==> src/rtl/proc_in_fifo_pkg.sv <==
// Shared definitions for processor I/O buffers: status word bit layout and
// the width of an occupancy count for a given depth.
package proc_in_fifo_pkg;

  localparam int ST_EMPTY     = 0;
  localparam int ST_FULL      = 1;
  localparam int ST_COUNT_LSB = 2;

  // A count must hold 0..DEPTH inclusive, hence one bit more than the pointer.
  function automatic int fifo_cw(input int depth);
    return $clog2(depth) + 1;
  endfunction

endpackage

==> src/rtl/proc_in_fifo_fifo_sync.sv <==
// Generic show-ahead synchronous FIFO; push/pop requests are ignored when
// full/empty respectively, so callers may drive them unqualified.
module fifo_sync
  import proc_in_fifo_pkg::*;
#(
  parameter  int DEPTH  = 8,
  parameter  int NUBITS = 16,
  localparam int CW     = fifo_cw(DEPTH),
  localparam int PW     = $clog2(DEPTH)
) (
  input  logic              clk,
  input  logic              rst,
  input  logic              push,
  input  logic [NUBITS-1:0] wr_data,
  input  logic              pop,
  output logic [NUBITS-1:0] rd_data,
  output logic [CW-1:0]     count,
  output logic              full,
  output logic              empty
);

  logic [NUBITS-1:0] mem_q [DEPTH];
  logic [PW-1:0]     wp_q, wp_d, rp_q, rp_d;
  logic [CW-1:0]     count_q, count_d;
  logic              do_push, do_pop;

  assign full    = (count_q == CW'(DEPTH));
  assign empty   = (count_q == '0);
  assign do_push = push && !full;
  assign do_pop  = pop && !empty;
  assign rd_data = mem_q[rp_q];
  assign count   = count_q;

  // Pointers wrap for free since DEPTH is a power of two.
  always_comb begin
    wp_d    = wp_q;
    rp_d    = rp_q;
    count_d = count_q;
    if (do_push) wp_d = wp_q + PW'(1);
    if (do_pop)  rp_d = rp_q + PW'(1);
    case ({do_push, do_pop})
      2'b10:   count_d = count_q + CW'(1);
      2'b01:   count_d = count_q - CW'(1);
      default: count_d = count_q;
    endcase
  end

  always_ff @(posedge clk or negedge rst) begin
    if (!rst) begin
      wp_q    <= '0;
      rp_q    <= '0;
      count_q <= '0;
    end else begin
      wp_q    <= wp_d;
      rp_q    <= rp_d;
      count_q <= count_d;
    end
  end

  always_ff @(posedge clk) begin
    if (do_push) mem_q[wp_q] <= wr_data;
  end

endmodule

==> src/rtl/proc_in_fifo.sv <==
// Processor input buffer: stream-in FIFO served on io_in, with a status
// address, a fill-threshold interrupt pulse and a sticky underflow flag.
module proc_in_fifo
  import proc_in_fifo_pkg::*;
#(
  parameter  int NUBITS = 16,
  parameter  int DEPTH  = 8,
  parameter  int NUIOIN = 2,
  parameter  int DADDR  = 0,
  parameter  int SADDR  = 1,
  parameter  int ITHR   = 1,
  localparam int CW     = fifo_cw(DEPTH),
  localparam int AW     = (NUIOIN > 1) ? $clog2(NUIOIN) : 1
) (
  input  logic              clk,
  input  logic              rst,
  input  logic [NUBITS-1:0] s_data,
  input  logic              s_valid,
  output logic              s_ready,
  input  logic [AW-1:0]     addr_in,
  input  logic              req_in,
  output logic [NUBITS-1:0] io_in,
  output logic              itr,
  output logic              ovr
);

  logic [NUBITS-1:0] head;
  logic [CW-1:0]     count;
  logic              full, empty;
  logic              rd_req, push_ok, pop_ok;
  logic              itr_q, itr_d, ovr_q, ovr_d;

  assign rd_req  = req_in && (addr_in == AW'(DADDR));
  assign push_ok = s_valid && !full;
  assign pop_ok  = rd_req && !empty;
  assign s_ready = !full;
  assign itr     = itr_q;
  assign ovr     = ovr_q;

  fifo_sync #(
    .DEPTH  (DEPTH),
    .NUBITS (NUBITS)
  ) u_fifo (
    .clk     (clk),
    .rst     (rst),
    .push    (s_valid),
    .wr_data (s_data),
    .pop     (rd_req),
    .rd_data (head),
    .count   (count),
    .full    (full),
    .empty   (empty)
  );

  // Count moves by at most one per cycle, so a crossing is exactly a net
  // increment out of ITHR-1.
  always_comb begin
    itr_d = push_ok && !pop_ok && (count == CW'(ITHR - 1));
    ovr_d = ovr_q || (rd_req && empty);
  end

  always_ff @(posedge clk or negedge rst) begin
    if (!rst) begin
      itr_q <= 1'b0;
      ovr_q <= 1'b0;
    end else begin
      itr_q <= itr_d;
      ovr_q <= ovr_d;
    end
  end

  always_comb begin
    io_in = '0;
    if (addr_in == AW'(DADDR)) begin
      if (!empty) io_in = head;
    end else if (addr_in == AW'(SADDR)) begin
      io_in[ST_EMPTY]            = empty;
      io_in[ST_FULL]             = full;
      io_in[ST_COUNT_LSB +: CW]  = count;
    end
  end

endmodule

==> config.mk <==
export PLATFORM = sky130hd
export DESIGN_NAME = proc_in_fifo
export DESIGN_NICKNAME = d
export VERILOG_FILES = /design/src/rtl/proc_in_fifo_pkg.sv /design/src/rtl/proc_in_fifo_fifo_sync.sv /design/src/rtl/proc_in_fifo.sv
export SDC_FILE = /design/constraint.sdc
export NUM_CORES = 1
export LEC_CHECK = 0
export BUFFER_PORTS_ARGS = -buffer_cell sky130_fd_sc_hd__buf_2
export CELL_PAD_IN_SITES_DETAIL_PLACEMENT = 1
export CELL_PAD_IN_SITES_GLOBAL_PLACEMENT = 2
export CORE_MARGIN = 8
export CORE_UTILIZATION = 43
export CTS_BUF_LIST = sky130_fd_sc_hd__clkbuf_8
export DETAILED_ROUTE_END_ITERATION = 8
export MAX_ROUTING_LAYER = met4
export PLACE_DENSITY_LB_ADDON = 0.1
export SLEW_MARGIN = 0
export SYNTH_ARGS = -nofsm -noshare
export SYNTH_HDL_FRONTEND = slang
export SYNTH_SLANG_ARGS = --single-unit
==> constraint.sdc <==
create_clock -name clk -period 2.6 [get_ports clk]
set_input_delay 0.26 -clock clk [delete_from_list [all_inputs] [get_ports clk]]
set_output_delay 0.26 -clock clk [all_outputs]
set_load 0.05 [all_outputs]
==> results_dict.tcl, run 1 <==
set metrics [dict create \
    outcome "complete, no violations" \
    worstPathMaxFanout 12 \
    reg2reg_depth 11 \
    yosysMostFrequentCell "edfxtp_1" \
    tns_ps 0 \
    drtPass1Iterations 6 \
    hold_viol_final 0 \
    use_met2 0.261 \
    yosys_warnings 0 \
    std_cell_rows 42 \
    first_global_vias 3210 \
    period_share 0.956 \
    p_leak_uw 0.00234 \
    dp_hpwl_um 7420 \
    synth_top_family_by_area "multiplexers" \
    antenna_found_initial 0 \
    maxSlewViolCount 0 \
    start_util 0.432 \
    synth_mux_area_frac 0.136 \
    tritoncts "yes" \
    whs_path_depth 1 \
    synth_edf_count 128 \
    drv_cap 0 \
    syn_nets 327 \
    critical_path_class "flip-flop to output pin" \
    totalPowerFinal_uw 7890 \
    num_vias 2920 \
    fin_crit_ps 2490 \
    setup_viol 0 \
    die_height_um 130 \
    yosys.area_share.simple 0.0542 \
    grtUsageMet1 0.186 \
    grt_max_degree 25 \
    ys_seq_area_frac 0.736 \
    synthCells 300 \
    rrSetupSlack_ps 270 \
    core_area_mm2 0.0130 \
    power_density_mw_per_mm2 1180 \
    seq_area_mm2 0.00415 \
    wl_um 12200 \
    port_buffers 39 \
    drt_iter0_drc 175 \
    ys_seq_elements 140 \
    drc 0 \
    place_congestion 0.730 \
    yosys.area.top_type_share 0.682 \
    via_per_inst 5.26 \
    crit_path_end_kind "output pin" \
    cp_cell_sequence "buf_4 -> mux4_1 -> nor2b_1 -> o41ai_1 -> buf_4" \
    async_flop_share 0.0857 \
    synth_top_flop_cell "edfxtp_1" \
    rsz0062_at_grt "yes" \
    nets 394 \
    synth-compound-area-share 0.0295 \
    ys_top_cells_by_area "edfxtp_1 (68%), mux4_2 (9.2%), dfrtp_1 (5.3%)" \
    critPathArrivalTime_ps 2230 \
    yosysTopAreaCell "edfxtp_1" \
    die_w_um 130 \
    synthXorXnorAreaFrac 0.0140 \
    area_growth_pct 19.0 \
    worstSkewPairLatency_ps 440 \
    fill_cells 1232 \
    die_area_mm2 0.0170 \
    cts_inserted_buffers 17 \
    multiInputGateArea_mm2 0.00145 \
    grt_pass1_wl_um 18700 \
    cts.clk_slew.worst_paths_ps 70 \
    worst_pin_slew_ps 460 \
    htreeDepth 4 \
    numClockSinks 140 \
    synth_area_mm2 0.00563 \
    drive_gt1_frac 0.356 \
    wl_per_cell_um 21.9 \
    gr-max-usage-layer "met2" \
    ys_types 38 \
    grtUsageMet3 0.0410 \
    synth.avg_cell_area_um2 18.8 \
    fmax_mhz 402 \
    grt-ovfl-total 0 \
    cp_slowest_stage_delay_ps 540 \
    synthAdderAreaFrac 0.0133 \
    antenna_cells 0 \
    root_buffer "clkbuf_8" \
    crit_path_start_kind "flip-flop" \
    cp_slowest_cell "dfrtp_4" \
    synth_common_cells "edfxtp_1 (128), mux4_2 (23), nor2_1 (15)" \
    io_pins 40 \
    hold_path_class "input port to flip-flop" \
    skew_ps 10.8 \
    antenna_left 0 \
    ir_worst_vdd_mv 0.517 \
    grt_usage 0.160 \
    cp.required_ps 2340 \
    cp_common_cell "buf_4" \
    slew_headroom 0.689 \
    cts_max_path_buffers 2 \
]
-- worst max-delay path, delay by kind of cell (launching register included) --
kind	cells	cell delay, ps
multiplexers	1	360
buffers and inverters	2	480
flip-flops	1	540
AO/OA/AOI/OAI	1	350
AND/OR/NAND/NOR	1	50
-- repair_timing --
| item | CTS | global route |
|---|---|---|
| endpoints found under the hold margin | 12 | 0 |
| resized for setup | 10 | 5 |
| hold buffers | 1 | 0 |
| setup endpoints to repair | 14 | 5 |
| setup buffers | 4 | 0 |
-- power breakdown --
group	total, µW	internal (µW)	leakage [µW]	switching [µW]
logic	2730	1090	0.000819	1640
clock network	2010	1220	0.000224	794
registers	3140	2870	0.00130	270
-- area by class of cell --
class	count	share of cell area
clock buffer	17	0.0349
clock inverter	14	0.0336
inverter	4	0.00224
multi-input combinational	140	0.216
sequential	140	0.619
tap	176	0.0328
timing repair buffer	64	0.0608
-- sequential cells by signal, summed over array words and instances (netlist names) --
name / count
ovr: 1
u_fifo.mem_q: 128
u_fifo.rp_q: 3
itr: 1
u_fifo.count: 4
u_fifo.wp_q: 3
-- per-layer routing --
| metal | part of all wire | vias up |
|---|---|---|
| li1 | - | 1323 |
| met1 | 0.44 | 1511 |
| met2 | 0.51 | 69 |
| met3 | 0.040 | 17 |
| met4 | 0.015 | 0 |
| met5 | 0 | - |
-- placed cells by master, fill, tap and decap left out, drive strengths merged --
cell	instances
mux2	5
nor4	2
xnor2	4
xor2	5
clkinv	6
and2	1
a21oi	2
nand3b	3
a211oi	4
bufinv	6
nand3	3
ha	6
edfxtp	128
nor3	5
nand2	12
buf	62
nor3b	1
o21ai	4
nor2	15
o2111ai	1
o41ai	3
clkbuf	18
dlygate4sd3	1
o311ai	1
dfrtp	12
nor2b	12
a31o	2
a2111oi	5
nand2b	3
mux2i	14
or2	1
mux4	25
inv	4
and3b	1
clkinvlp	2
-- final timing paths --
check / start / to
max: u_fifo.rp_q[0]$_DFFE_PN0P_ / io_in[2]
min: s_data[6] / u_fifo.mem_q[7][6]$_DFFE_PP_
max reg2reg: u_fifo.count[2]$_DFFE_PN0P_ / u_fifo.count[2]$_DFFE_PN0P_
min reg2reg: ovr$_DFF_PN0_ / ovr$_DFF_PN0_
max in group asynchronous: rst / u_fifo.rp_q[0]$_DFFE_PN0P_
min in group asynchronous: rst / u_fifo.wp_q[2]$_DFFE_PN0P_
-- cell families (layout without fill, tap and decap cells) --
family,after synthesis,count (layout)
adders and majority gates,6,6
and+or+nand+nor,59,59
xor gates and xnor gates,9,9
muxes,44,44
DFF,140,140
buffers and inverters,20,99
AOI/OAI and AO/OA,22,22
-- stage by stage --
step / utilization / hold slack, ps / worst slack [ps] / area [µm²] / instances
after CTS: 0.513 / 54.9 / 39.0 / 6690 / 555
after detailed placement: 0.473 / 171 / 257 / 6170 / 519
final: 0.514 / 94.2 / 113 / 6710 / 555
after global placement: 0.473 / 171 / 337 / 6170 / 519
after global routing: 0.514 / 80.3 / -4.00 / 6710 / 555
after floorplan: - / -35.6 / -298 / 5660 / 300
Note: power is estimated with default switching activity, not from simulation.
==> inputs of run 2 (changes only) <==
--- a/config.mk
+++ b/config.mk
@@ -5,16 +5,17 @@
 export SDC_FILE = /design/constraint.sdc
 export NUM_CORES = 1
 export LEC_CHECK = 0
+export ABC_AREA = 1
 export BUFFER_PORTS_ARGS = -buffer_cell sky130_fd_sc_hd__buf_2
 export CELL_PAD_IN_SITES_DETAIL_PLACEMENT = 1
 export CELL_PAD_IN_SITES_GLOBAL_PLACEMENT = 2
 export CORE_MARGIN = 8
-export CORE_UTILIZATION = 43
+export CORE_UTILIZATION = 39
 export CTS_BUF_LIST = sky130_fd_sc_hd__clkbuf_8
 export DETAILED_ROUTE_END_ITERATION = 8
 export MAX_ROUTING_LAYER = met4
-export PLACE_DENSITY_LB_ADDON = 0.1
-export SLEW_MARGIN = 0
+export PLACE_DENSITY_LB_ADDON = 0.3
+export SLEW_MARGIN = 10
 export SYNTH_ARGS = -nofsm -noshare
 export SYNTH_HDL_FRONTEND = slang
 export SYNTH_SLANG_ARGS = --single-unit
==> run 2 against run 1 <==
  * Sequential cell count unchanged
  * Clock skew down 1.1 ps
  * Critical path depth grew 1
  * Maximum frequency increased by 4.9%
  * Register-to-register slack better by 220 ps
  * Combinational power grew 13%
  * Area after synthesis increased by 3.3%
  * Clock power shrank 8%
  * Worst hold slack lost 0.56 ps
  * Sequential share of layout area rose by 0.15 points
  * Routed wire length rose by 14%
  * Critical endpoint is now io_in[6]
==> results_dict.tcl, run 2 <==
set metrics [dict create \
    outcome "complete, no violations" \
    synth_top_flop_cell "edfxtp_1" \
    cts_hold_buf 1 \
    drt_iter0_drc 266 \
    ir_worst_vdd_mv 0.481 \
    crit_path_start_kind "flip-flop" \
    place_congestion 0.757 \
    yosys.area.top_type_share 0.661 \
    largest-register "u_fifo.mem_q" \
    critical_path_class "flip-flop to output pin" \
    postCtsSetupRepairBufs 0 \
    slew_headroom 0.680 \
    setup_viol 0 \
    period_share 0.912 \
    synth.avg_cell_area_um2 11.9 \
    final_core_util 0.459 \
    tritoncts "yes" \
    first_global_vias 4114 \
    critPathArrivalTime_ps 2110 \
    crit_path_end_kind "output pin" \
    via_per_inst 5.11 \
    skew_ps 9.67 \
    grt-ovfl-total 0 \
    wl_per_cell_um 18.9 \
    rsz0062_at_grt "no" \
    drc 0 \
    ys_top_cells_by_area "edfxtp_1 (66%), nor2_1 (8.3%), dfrtp_1 (5.2%)" \
    worstSkewPairLatency_ps 440 \
    cts_resized 0 \
    grt_max_degree 53 \
    cts_inserted_buffers 17 \
    wl_um 13900 \
    cts_max_path_buffers 2 \
    yosysTopAreaCell "edfxtp_1" \
    power_density_mw_per_mm2 1190 \
    area_growth_pct 14.7 \
    cts.clk_slew.worst_paths_ps 70 \
    hold_path_class "input port to flip-flop" \
    num_vias 3759 \
    htreeDepth 4 \
    port_buffers 39 \
    ys_seq_area_frac 0.712 \
    syn_nets 514 \
    grt_pass1_wl_um 22500 \
    numClockSinks 140 \
    die_area_mm2 0.0191 \
    yosys_warnings 0 \
    gr-max-usage-layer "met2" \
    largest_reg_flops 128 \
    synthCells 487 \
    antenna_cells 0 \
    antenna_left 0 \
    die_w_um 138 \
    antenna_found_initial 0 \
    ys_seq_elements 140 \
    async_flop_share 0.0857 \
    fill_cells 1585 \
    io_pins 40 \
    maxSlewViolCount 0 \
    mostFrequentLayoutCells "nor2_1 (128), edfxtp_1 (128), o21ai_0 (53)" \
    grtUsageMet1 0.187 \
    grtUsageMet3 0.0339 \
    drtPass1Iterations 4 \
    root_buffer "clkbuf_8" \
    drive_gt1_frac 0.178 \
    core_area_mm2 0.0145 \
    start_util 0.400 \
    fmax_mhz 422 \
    grt_usage 0.155 \
    synth_area_mm2 0.00582 \
    drv_cap 0 \
    std_cell_rows 44 \
    tns_ps 0 \
    fin_crit_ps 2370 \
    die_height_um 138 \
    hold_viol_final 0 \
    synth_edf_count 128 \
    worst_pin_slew_ps 480 \
    dp_hpwl_um 8460 \
    use_met2 0.251 \
    holdWs_ps 93.6 \
    cp.required_ps 2340 \
    synth_common_cells "edfxtp_1 (128), nor2_1 (128), o21ai_0 (53)" \
    ys_types 29 \
    nets 566 \
    p_leak_uw 0.00245 \
    worstPathMaxFanout 43 \
]
==> run 2: area by class of cell <==
cell class	instances	area, µm²	share of cell area
sequential	140	4150	0.621
multi-input combinational	305	1460	0.218
timing repair buffer	58	365	0.0547
clock buffer	17	234	0.0350
tap	184	230	0.0345
clock inverter	15	181	0.0272
inverter	17	63.8	0.00956
==> run 2: critical path, cell delays in order (launching register included) <==
cell     delay [ps]
dfrtp_2         390
buf_4           410
o21ai_0         180
o22ai_1         200
nor2_1           60
nor2_1          140
buf_2           280
==> run 2: layer usage <==
layer  part of all wire  routed length, µm
met1               0.44               6190
met2               0.49               6880
met3              0.045                632
met4              0.015                214
met5                  0                  0
==> run 2: path summary, 6_finish.rpt <==
kind	slack, ps	cells after the start	to	from
min in group asynchronous	240	2	u_fifo.count[3]$_DFFE_PN0P_	rst
worst max register to register	490	11	u_fifo.count[2]$_DFFE_PN0P_	u_fifo.count[0]$_DFFE_PN0P_
worst max-delay path	230	6	io_in[6]	u_fifo.rp_q[0]$_DFFE_PN0P_
max in group asynchronous	2100	2	u_fifo.rp_q[0]$_DFFE_PN0P_	rst
worst min register to register	490	1	ovr$_DFF_PN0_	ovr$_DFF_PN0_
worst min-delay path	90	1	u_fifo.mem_q[4][9]$_DFFE_PP_	s_data[9]
==> run 2: cells by family (layout without fill, tap and decap cells) <==
group | after synthesis | count (layout) | share of synthesized area
buffers and inverters | 42 | 107 | 0.0376
AND/OR/NAND/NOR | 202 | 202 | 0.143
XOR/XNOR | 6 | 6 | 0.00903
flip-flops | 140 | 140 | 0.712
AO/OA/AOI/OAI | 91 | 91 | 0.0851
adder cells (fa/ha/maj) | 6 | 6 | 0.0129
==> run 2: power breakdown <==
part	switching, µW	total [µW]	leakage [µW]	internal, µW
Sequential	176	3030	0.00130	2860
Combinational	2220	3080	0.000938	862
Clock	820	1850	0.000209	1030
==> run 2: metrics by stage <==
step | area (µm²) | setup slack [ps] | power, µW | std cells
detailed placement | 6250 | 535 | 6220 | 703
global route | 6680 | 13.9 | 8470 | 736
global placement | 6250 | 601 | 6140 | 703
floorplan | 5820 | 376 | 5320 | 487
finish | 6680 | 230 | 7960 | 736
CTS | 6680 | 150 | 8070 | 736
==> inputs of run 3 (changes only) <==
--- a/config.mk
+++ b/config.mk
@@ -14,7 +14,7 @@
 export CTS_BUF_LIST = sky130_fd_sc_hd__clkbuf_8
 export DETAILED_ROUTE_END_ITERATION = 8
 export MAX_ROUTING_LAYER = met4
-export PLACE_DENSITY_LB_ADDON = 0.3
+export PLACE_DENSITY = 0.78
 export SLEW_MARGIN = 10
 export SYNTH_ARGS = -nofsm -noshare
 export SYNTH_HDL_FRONTEND = slang
==> run 3 against run 2 <==
  * Clock skew decreased by 4.1 ps
  * Worst setup slack got worse by 49 ps
  * Global-route usage increased by 0.070 points
  * Register-to-register slack improved by 30 ps
  * Critical endpoint unchanged
  * Largest power group unchanged
==> results_dict.tcl, run 3 (synthesis gave the netlist of run 2 again) <==
set metrics [dict create \
    tritoncts "yes" \
    dp_hpwl_um 8430 \
    totalPowerFinal_uw 7960 \
    internal-power_uw 4740 \
    root_buffer "clkbuf_8" \
    place_congestion 0.774 \
    first_global_vias 4112 \
    critical_path_class "flip-flop to output pin" \
    start_util 0.400 \
    core_area_mm2 0.0145 \
    crit_buf_inv 3 \
    setup_viol 0 \
    grt_usage 0.156 \
    htreeDepth 4 \
    drtPass1Iterations 6 \
    stdcell_count 735 \
    p_seq_frac 0.378 \
    drive_gt1_frac 0.178 \
    critPathArrivalTime_ps 2160 \
    numClockSinks 140 \
    hold_path_class "input port to flip-flop" \
    fin_crit_ps 2420 \
    fill_cells 1580 \
    std_cell_rows 44 \
    worst_pin_slew_ps 381 \
    rsz0062_at_grt "yes" \
    tns_ps 0 \
    reg2reg_depth 11 \
    grt_pass1_wl_um 22500 \
    combPwrFrac 0.392 \
    via_per_inst 5.14 \
    p_leak_uw 0.00245 \
    nets 565 \
    postCtsSetupRepairBufs 0 \
    largest_reg_flops 128 \
    wl_um 14000 \
    r2r-start "u_fifo.count[0]$_DFFE_PN0P_" \
    drt_iter0_drc 218 \
    placedCellCount 702 \
    cts_resized 0 \
    p_sw_uw 3220 \
    hold_viol_final 0 \
    cts_inserted_buffers 17 \
    p_clk_frac 0.230 \
    worstSkewPairLatency_ps 440 \
    cp_common_cell "nor2_1" \
    power_density_mw_per_mm2 1200 \
    area_growth_pct 14.3 \
    outcome "complete, no violations" \
    grt_max_degree 67 \
    cp.required_ps 2340 \
    num_vias 3776 \
    fmax_mhz 413 \
    startpoint "u_fifo.rp_q[0]$_DFFE_PN0P_" \
    crit_end "io_in[6]" \
    die_height_um 138 \
    worst_slack_ps 181 \
    switching_share 0.405 \
    path_delay_family "buffers and inverters" \
    crit_path_start_kind "flip-flop" \
    drc 0 \
    wl_per_cell_um 19.0 \
    grt-ovfl-total 0 \
    skew_ps 5.56 \
    rrSetupSlack_ps 520 \
    antenna_found_initial 0 \
    maxSlewViolCount 0 \
    preCtsSetupSlack_ps 523 \
    mostFrequentLayoutCells "nor2_1 (128), edfxtp_1 (128), o21ai_0 (53)" \
    cp_slowest_cell "dfrtp_2" \
    antenna_left 0 \
    crit_path_end_kind "output pin" \
    cp_cell_sequence "inv_2 -> buf_4 -> nor2_1 -> o211ai_1 -> nand2_1 -> nor2_1 -> buf_2" \
    rr_endpoint "u_fifo.count[2]$_DFFE_PN0P_" \
    crit_cells 7 \
    slew_headroom 0.746 \
    cts_max_path_buffers 2 \
    die_w_um 138 \
    die_area_mm2 0.0191 \
    port_buffers 39 \
    cts.clk_slew.worst_paths_ps 70 \
    io_pins 40 \
    antenna_cells 0 \
    largest-register "u_fifo.mem_q" \
    worstPathMaxFanout 24 \
    cp_slowest_stage_delay_ps 430 \
    period_share 0.930 \
    drv_cap 0 \
    ir_worst_vdd_mv 0.543 \
]
-- run 3: metal layers --
metal / up-vias / share of wire / track usage
met5: - / 0 / -
met4: 0 / 0.014 / 0.0584
met3: 16 / 0.028 / 0.0329
met2: 59 / 0.51 / 0.259
met1: 1898 / 0.45 / 0.183
li1: 1803 / - / -
-- run 3: metrics by stage --
stage,hold slack [ps],util,cell area (µm²)
after detailed placement,172,0.429,6230
final,78.2,0.458,6650
after CTS,52.3,0.458,6650
after global routing,66.7,0.458,6650
after floorplan,-35.6,-,5820
after global placement,167,0.429,6230
-- run 3: what timing repair did --
| item | CTS | global route |
|---|---|---|
| setup endpoints to repair | 0 | 1 |
| hold buffers | 1 | 0 |
| endpoints found under the hold margin | 12 | 0 |
-- run 3: worst min path at each step --
stage                          start                       endpoint  slack (ps)  cells past startpoint
after floorplan                  rst                  itr$_DFF_PN0_         -40                      0
after global placement           rst    u_fifo.count[3]$_DFFE_PN0P_         170                      1
after detailed placement         rst    u_fifo.count[3]$_DFFE_PN0P_         170                      1
after CTS                 s_data[12]  u_fifo.mem_q[0][12]$_DFFE_PP_          50                      1
after global routing      s_data[12]  u_fifo.mem_q[0][12]$_DFFE_PP_          70                      1
final                      s_data[9]   u_fifo.mem_q[4][9]$_DFFE_PP_          80                      1
-- run 3: final cells by class --
type	instances	area, µm²	share of cell area
clock inverter	15	179	0.0269
timing repair buffer	57	345	0.0519
multi-input combinational	305	1460	0.219
inverter	17	63.8	0.00959
tap	184	230	0.0346
clock buffer	17	234	0.0352
sequential	140	4150	0.623
-- run 3: power by group through the flow --
stage               clock [µW]  sequential [µW]  combinational (µW)
floorplan                    0             3060                2270
global placement             0             3040                3080
detailed placement           0             3060                3160
CTS                       1880             3010                3190
global route              1950             3050                3480
finish                    1830             3010                3120
